File: src/rtl/icache_responder.sv
`default_nettype none
// ============================================================================
//  Module      : icache_responder
//  Description : Direct-mapped, one-word-per-frame instruction cache that
//                answers the datapath fetch port (imemREN/imemaddr ->
//                ihit/imemload) with zero-cycle hits and refills misses from
//                the memory controller over a blocking iREN/iwait handshake.
//  Revision    : 1.0 - initial release
// ----------------------------------------------------------------------------
//  Ports
//    CLK        in   1   clock, all state changes on rising edge
//    RST        in   1   synchronous active-high reset
//    imemREN    in   1   datapath fetch request
//    imemaddr   in  32   fetch byte address (bits [1:0] ignored)
//    ihit       out  1   requested word valid this cycle
//    imemload   out 32   instruction word, zero unless ihit
//    flush      in   1   invalidate every frame
//    iREN       out  1   memory read request
//    iaddr      out 32   memory read address (word aligned)
//    iwait      in   1   memory busy; data taken when iREN=1 and iwait=0
//    iload      in  32   memory read data
//  Optional (macro ICACHE_STATS_EN)
//    hit_count  out 32   saturating count of cycles with ihit=1
//    miss_count out 32   saturating count of IDLE->FETCH transitions
// ============================================================================
module icache_responder #(
    parameter int SETS = 16
) (
    input  logic        CLK,
    input  logic        RST,
    input  logic        imemREN,
    input  logic [31:0] imemaddr,
    output logic        ihit,
    output logic [31:0] imemload,
    input  logic        flush,
    output logic        iREN,
    output logic [31:0] iaddr,
    input  logic        iwait,
    input  logic [31:0] iload
`ifdef ICACHE_STATS_EN
    ,
    output logic [31:0] hit_count,
    output logic [31:0] miss_count
`endif
);

    localparam int IDX_W = $clog2(SETS);
    localparam int TAG_W = 30 - IDX_W;

    localparam logic [0:0] S_IDLE  = 1'b0;
    localparam logic [0:0] S_FETCH = 1'b1;

    // ------------------------------------------------------------------
    // State
    // ------------------------------------------------------------------
    logic [0:0]       state_q, state_d;
    logic [SETS-1:0]  valid_q, valid_d;
    logic [31:0]      miss_addr_q, miss_addr_d;
    // Set when a flush lands while a refill is outstanding, so that the
    // refill still completes but never marks its frame valid.
    logic             flushed_q, flushed_d;

    logic [TAG_W-1:0] tag_q  [SETS];
    logic [31:0]      data_q [SETS];

    // ------------------------------------------------------------------
    // Address decode
    // ------------------------------------------------------------------
    logic [TAG_W-1:0] req_tag;
    logic [IDX_W-1:0] req_idx;
    logic [TAG_W-1:0] miss_tag;
    logic [IDX_W-1:0] miss_idx;
    logic             lookup_hit;
    logic             hit_w;
    logic             refill_done;

    assign req_tag     = imemaddr[31:IDX_W+2];
    assign req_idx     = imemaddr[IDX_W+1:2];
    assign miss_tag    = miss_addr_q[31:IDX_W+2];
    assign miss_idx    = miss_addr_q[IDX_W+1:2];
    assign lookup_hit  = valid_q[req_idx] && (tag_q[req_idx] == req_tag);
    // A flush in IDLE suppresses the hit in that same cycle.
    assign hit_w       = !RST && imemREN && (state_q == S_IDLE) && !flush && lookup_hit;
    assign refill_done = (state_q == S_FETCH) && !iwait;

    // ------------------------------------------------------------------
    // State register
    // ------------------------------------------------------------------
    always_ff @(posedge CLK) begin
        if (RST) begin
            state_q     <= S_IDLE;
            valid_q     <= '0;
            miss_addr_q <= '0;
            flushed_q   <= 1'b0;
        end else begin
            state_q     <= state_d;
            valid_q     <= valid_d;
            miss_addr_q <= miss_addr_d;
            flushed_q   <= flushed_d;
        end
    end

    // Tag/data arrays carry no reset; valid bits alone qualify them.
    always_ff @(posedge CLK) begin
        if (!RST && refill_done) begin
            tag_q[miss_idx]  <= miss_tag;
            data_q[miss_idx] <= iload;
        end
    end

    // ------------------------------------------------------------------
    // Next-state logic
    // ------------------------------------------------------------------
    always_comb begin
        state_d     = state_q;
        valid_d     = valid_q;
        miss_addr_d = miss_addr_q;
        flushed_d   = flushed_q;
        case (state_q)
            S_IDLE: begin
                if (flush) begin
                    valid_d = '0;
                end
                if (imemREN && !hit_w) begin
                    state_d     = S_FETCH;
                    // Masking the whole address keeps the latch word aligned.
                    miss_addr_d = imemaddr & 32'hFFFF_FFFC;
                    flushed_d   = 1'b0;
                end
            end
            S_FETCH: begin
                if (flush) begin
                    valid_d   = '0;
                    flushed_d = 1'b1;
                end
                if (!iwait) begin
                    state_d = S_IDLE;
                    if (!flush && !flushed_q) begin
                        valid_d[miss_idx] = 1'b1;
                    end
                end
            end
            default: begin
                state_d = S_IDLE;
            end
        endcase
    end

    // ------------------------------------------------------------------
    // Outputs: memory side depends only on state and the miss latch.
    // ------------------------------------------------------------------
    always_comb begin
        ihit     = hit_w;
        imemload = hit_w ? data_q[req_idx] : 32'h0;
        iREN     = (state_q == S_FETCH);
        iaddr    = (state_q == S_FETCH) ? miss_addr_q : 32'h0;
    end

`ifdef ICACHE_STATS_EN
    logic [31:0] hit_count_q;
    logic [31:0] miss_count_q;

    always_ff @(posedge CLK) begin
        if (RST) begin
            hit_count_q  <= '0;
            miss_count_q <= '0;
        end else begin
            if (hit_w && (hit_count_q != 32'hFFFF_FFFF)) begin
                hit_count_q <= hit_count_q + 32'd1;
            end
            if ((state_q == S_IDLE) && (state_d == S_FETCH) &&
                (miss_count_q != 32'hFFFF_FFFF)) begin
                miss_count_q <= miss_count_q + 32'd1;
            end
        end
    end

    assign hit_count  = hit_count_q;
    assign miss_count = miss_count_q;
`endif

endmodule
`default_nettype wire

File: config.mk
export PLATFORM = sky130hd
export DESIGN_NAME = icache_responder
export DESIGN_NICKNAME = d
export VERILOG_FILES = /design/src/rtl/icache_responder.sv
export SDC_FILE = /design/constraint.sdc
export NUM_CORES = 1
export LEC_CHECK = 0
export BUFFER_PORTS_ARGS = -buffer_cell sky130_fd_sc_hd__buf_2
export CORE_MARGIN = 1.5
export CORE_UTILIZATION = 60
export DETAILED_ROUTE_END_ITERATION = 8
export PLACE_DENSITY = 0.77
export SETUP_SLACK_MARGIN = 0.02
export SYNTH_ARGS = -nofsm -noshare
export SYNTH_HDL_FRONTEND = slang
export SYNTH_SLANG_ARGS = --single-unit
File: constraint.sdc
create_clock -name CLK -period 15 [get_ports CLK]
set_clock_uncertainty 0.15 [all_clocks]
set_input_delay 3.75 -clock CLK [delete_from_list [all_inputs] [get_ports CLK]]
set_output_delay 3.75 -clock CLK [all_outputs]
set_load 0.05 [all_outputs]
# After elaboration in Yosys (flattened, before gate mapping)
# Memories as Yosys holds them, arrays and structs flattened.
# Index checks and enable logic that the tools add are counted.
# W data, S select, Z words.
dict set report totals {
  ff_bits 48
  elab_cells 50
  out_inout_bits 66
  n_memories 2
  ramBits 928
  input_bits 69
}
# memory words width read_ports rd_clocked_by_memory_dff wr line_no
set mem_list {}
lappend mem_list {data_q 16 32 1 0 1 64} ;# logic [31:0] data_q [SETS];
lappend mem_list {tag_q 16 26 1 0 1 63} ;# logic [TAG_W-1:0] tag_q [SETS];
dict set report op_classes {
  n_mux 19
  n_bitwise 2
  n_eq_ne 3
  reduce_logical 17
  n_lt_le_gt_ge 3
}
# op n
set ops {}
lappend ops {{$mux W16} 4}
lappend ops {{$mux W32} 2}
lappend ops {{$pmux W16 S2} 1}
lappend ops {{$eq A26 B26 Y1} 1}
lappend ops {{$or A16 B16 Y16} 1}
lappend ops {{$logic_and A1 B1 Y1} 10}
lappend ops {{$lt A4 B5 Y1 const B} 2}
lappend ops {{$mux W1} 8}
lappend ops {{$logic_not A1 Y1} 5}
lappend ops {{$bmux W1 S4} 1}
lappend ops {{$demux W1 S4} 1}
lappend ops {{$ge A4 B1 Y1 const B} 1}
lappend ops {{$pmux W1 S2} 2}
lappend ops {{$reduce_and A2 Y1} 2}
lappend ops {{$ne A2 B1 Y1 const B} 1}
lappend ops {{$ne A2 B2 Y1 const B} 1}
lappend ops {{$not A1 Y1} 1}

# Logic depth before layout (Yosys ltp)
dict set report depth {
  word_depth 9
  ltp_mapped 16
  depth_no_buf 8
}

# Worst setup path after synthesis
# Ideal clock, no wire load.
dict set report synth_timing {
  path_kind {input to output}
  startpoint {in imemaddr[4]}
  endpoint {out imemload[10]}
  path_stages 13
  required_ns 11.100
  arrival_ns 7.080
  n_path_buf 6
  slack_ns 4.020
  path_cell_list {buf_6 > buf_6 > buf_6 > buf_1 > mux4_2 > xnor2_1 > nand2_1 > a2111oi_0 > o21ai_0 > or4_1 > buf_2 > buf_2 > nor2b_1}
}
dict set report synth_between {
  elab_chain_len 5
  word_cells_on_any_way 8
  cone_classes {eq/ne (1); mux (3); reduce/logical (2); memory (2)}
}
# item line_no
set synth_lines {}
lappend synth_lines {{from (decl)} 32} ;# input logic [31:0] imemaddr,
lappend synth_lines {{$mem_v2 Z16 W26 or $bmux W1 S4 (tied branches)} --}
lappend synth_lines {{$eq A26 B26 Y1 or $mux W1 (tied branches)} 81} ;# assign lookup_hit = valid_q[req_idx] && (tag_q[req_idx] == req_tag);
lappend synth_lines {{$logic_and A1 B1 Y1} 81}
lappend synth_lines {{$logic_and A1 B1 Y1} 83} ;# assign hit_w = !RST && imemREN && (state_q == S_IDLE) && !flush && lookup_hit;
lappend synth_lines {{$mux W32 (*)} 154} ;# imemload = hit_w ? data_q[req_idx] : 32'h0;
lappend synth_lines {{to (decl)} 34} ;# output logic [31:0] imemload,
# Mark *: on every way between the ends. The rest lies on a longest branch, timed or not. The select of a mux whose other input is x is not followed.

# Worst setup path after layout
dict set report layout_timing {
  startpoint {in imemaddr[4]}
  endpoint {out imemload[9]}
}
# The elaborated chain is that of the path after synthesis.

==> summary.txt <==
Outcome
  • Status: completed

GRT
  • Vias in the first global route: 20859
  • First-pass GRT wire length: 135 mm
  • Pin count of the biggest net entering global routing: 95
  • Global route overflow: 0
  • Initial antenna violation count: 6
  • Global-route usage over all layers: 0.283

Flow run
  • Maximum Capacitance Violations: 0

Yosys
  • Largest family of logic cells by synthesized area: multiplexers
  • Post-synth top area cell: edfxtp_1
  • Area contributors post-synth: edfxtp_1, mux4_2, dfxtp_1, mux2i_1, nor2b_1
  • Sequential fraction of the synthesis area: 0.743
  • Post-synth EDFFs: 928
  • Post-synthesis cell type count: 53
  • Fraction of registers with async set/reset: 0
  • Synth Area in Compound Gates: 0.0314
  • Top cells by count, synth: edfxtp_1, mux4_2, mux2i_1
  • Top-count cell post-synth: edfxtp_1
  • Syn Inst Count: 1943
  • Top_reg_cell synth: edfxtp_1
  • Average cell area after synthesis: 20.0 sq um
  • Top-area cell type share of the netlist area: 0.718
  • Synthesized-area fraction occupied by xor and xnor cells: 0.00654
  • Simple-gate share of the synthesized area: 0.0455
  • Syn Std Cell Area: 38800 sq um
  • Adder-Cell Fraction of Synth Area: 0
  • Synth warn: 0
  • Multiplexer area fraction after synthesis: 0.157
  • Synth Register Bits: 976

Timing
  • Tmin final: 12.80 ns
  • Final hold violation count: 0
  • Slew Viols, Final: 0
  • RSZ-0062 raised after global routing: false
  • Slew Limit Headroom: 0.137
  • TNS Setup: 0 ns
  • Tcrit/Tclk final: 0.854
  • F_max: 78.1 MHz
  • Worst-Margin Slew: 1.29 ns
  • Final setup vio count: 0

Power and ir drop
  • Tot Pwr: 5760 uW
  • Leak: 0.0144 uW
  • Cell Pwr Density: 132 nW/um^2
  • Peak supply drop: 0.155 mV

Route
  • DRT Wirelength: 92.3 mm
  • 1st-iter DRT viols: 2404
  • Via Count: 20316
  • Via density: 6.74
  • Wire per inst: 30.6 microns
  • Routed Antenna Nets: 0
  • DR pass1 iterations: 6
  • DRC: 0

Critical path
  • CP max-delay cell: or4_2
  • Worst reg2reg path depth: 8
  • R2R Path Start: tag_q[3][21]
  • Arrival @ worst endpoint: 8.90 ns
  • Reg2reg end: flushed_q
  • Kind of critical path: primary input to output port
  • Setup crit end kind: output port
  • Critical path's largest stage delay: 1.07 ns
  • Worst reg2reg setup slack: 10.90 ns
  • Worst path cell trace: buf_6, buf_4, mux4_2, a22o_1, a221oi_2, xnor2_1, a2111o_1, or3_1, or4_2, nor2b_1, buf_2
  • CP top delay family: simple AND/OR/NAND/NOR gates
  • WP data required: 11.10 ns
  • Startpoint types: primary input
  • CP bufs+invs: 3
  • CP max FO: 77

Clock network
  • Clock transition at path regs: 0.06 ns
  • Resized cells post-CTS: 0
  • Longest Clk Path Bufs: 3
  • Cts bufs inserted: 94
  • Root Buffer: clkbuf_16
  • Post-CTS Hold Buffers: 0
  • Clock Latency Late Sink: 0.65 ns
  • CTS sink cnt: 976
  • Post-CTS Setup Inserts: 0
  • H-Tree Level Count: 3
  • CTS tree: yes

Placement
  • GPL Wtd Cong: 0.864
  • PortBufs: 130
  • Dpl cells: 2841
  • Post-detail-place hpwl: 45.7 mm

Cells and area
  • Number of nets in the layout: 2152
  • Fin cells: 3013
  • Share of cells above drive strength 1: 0.259
  • Synth-to-Final Area Change: 12.1%

Floorplanning
  • Core Rows: 93
  • Num ports: 135
  • Core ar.: 64200 sq um
  • Die X: 257 microns
  • Die Area: 66200 sq um
  • Die Ht: 257 microns
  • Initial core utilization: 0.604

Min path
  • Hold Path End: valid_q[6]
  • Hold Crit Start: valid_q[6]
  • Hold path depth: 2
  • Hold Crit Class: flip-flop to flip-flop
==> routing by layer <==
layer / wire length (microns) / GRT usage / part of all wire
met1: 35500 / 0.395 / 0.38
met2: 45100 / 0.461 / 0.49
met3: 8440 / 0.0481 / 0.091
met4: 3140 / 0.0971 / 0.034
met5: 64 / 0 / 0.00069
==> worst reg2reg max path, cell delays in order (launching register included) <==
cell	delay [ns]
edfxtp_1	0.37
mux4_2	0.45
a22o_1	0.24
a221oi_1	0.36
xor2_1	0.33
o221ai_1	0.32
or3_1	0.38
or4_2	1.07
a211oi_2	0.36
==> kinds of logic (layout without fill, tap and decap cells) <==
family | after synthesis | count (layout)
xor gates and xnor gates | 29 | 29
muxes | 325 | 325
buffers and inverters | 130 | 343
and+or+nand+nor | 309 | 309
other | 1 | 3
AOI/OAI and AO/OA | 173 | 173
DFF | 976 | 976
==> cells in the final DEF, fill, tap and decap left out, types with 4 or more instances in the layout <==
cell,instances
edfxtp_1,928
mux4_2,227
buf_2,127
clkbuf_16,97
mux2i_1,95
nor2b_1,71
a22oi_1,52
o21ai_0,51
dfxtp_1,48
nand3_1,39
nand4_1,38
buf_4,35
and2_1,32
and3_1,29
nand2_1,26
a22o_1,21
clkbuf_1,18
xnor2_1,17
clkinv_1,16
nor2_1,15
clkinv_2,13
xor2_1,12
nor2_4,12
bufinv_16,12
a21oi_1,11
nor3_1,9
nand2b_1,8
inv_1,6
a221oi_1,6
a211oi_1,5
or4_1,5
nor3_2,5
o211ai_1,4
o31ai_1,4
or3_1,4
==> final cells by class <==
type | instances | area [sq um]
Multi-Input combinational cell | 838 | 9460
Clock buffer | 118 | 2530
Fill cell | 4005 | 20700
Inverter | 7 | 26.3
Sequential cell | 976 | 28800
Timing Repair Buffer | 166 | 955
Tap cell | 855 | 1070
Antenna cell | 1 | 2.50
Clock inverter | 52 | 627
==> registers in the layout, summed over array words and instances (netlist names) <==
register     flops
iREN             1
miss_addr_q     30
data_q         512
flushed_q        1
valid_q         16
tag_q          416
==> worst max path at each step <==
stage / start / to / slack [ns] / depth (start not counted)
2_1_floorplan: imemaddr[4] / imemload[10] / 4.02 / 13
5_1_grt: imemaddr[4] / imemload[9] / 2.00 / 11
3_5_place_dp: imemaddr[4] / imemload[9] / 2.25 / 11
4_1_cts: imemaddr[4] / imemload[9] / 2.20 / 11
3_3_place_gp: imemaddr[4] / imemload[7] / 2.36 / 11
6_report: imemaddr[4] / imemload[9] / 2.20 / 11
==> power by group <==
group | switching (uW) | internal, uW
registers | 47.6 | 3020
clock network | 998 | 1410
logic | 169 | 117
total | 1210 | 4550
==> stage by stage <==
step	util	area [sq um]	setup WS [ns]	hold WS, ns
detailed placement	0.628	40300	2.25	0.289
CTS	0.677	43500	2.20	0.302
global route	0.677	43500	2.00	0.326
floorplan	-	38800	4.02	0.270
finish	0.677	43500	2.20	0.302
global placement	0.628	40300	2.36	0.279
No activity file was read; power rests on OpenSTA's default activity.
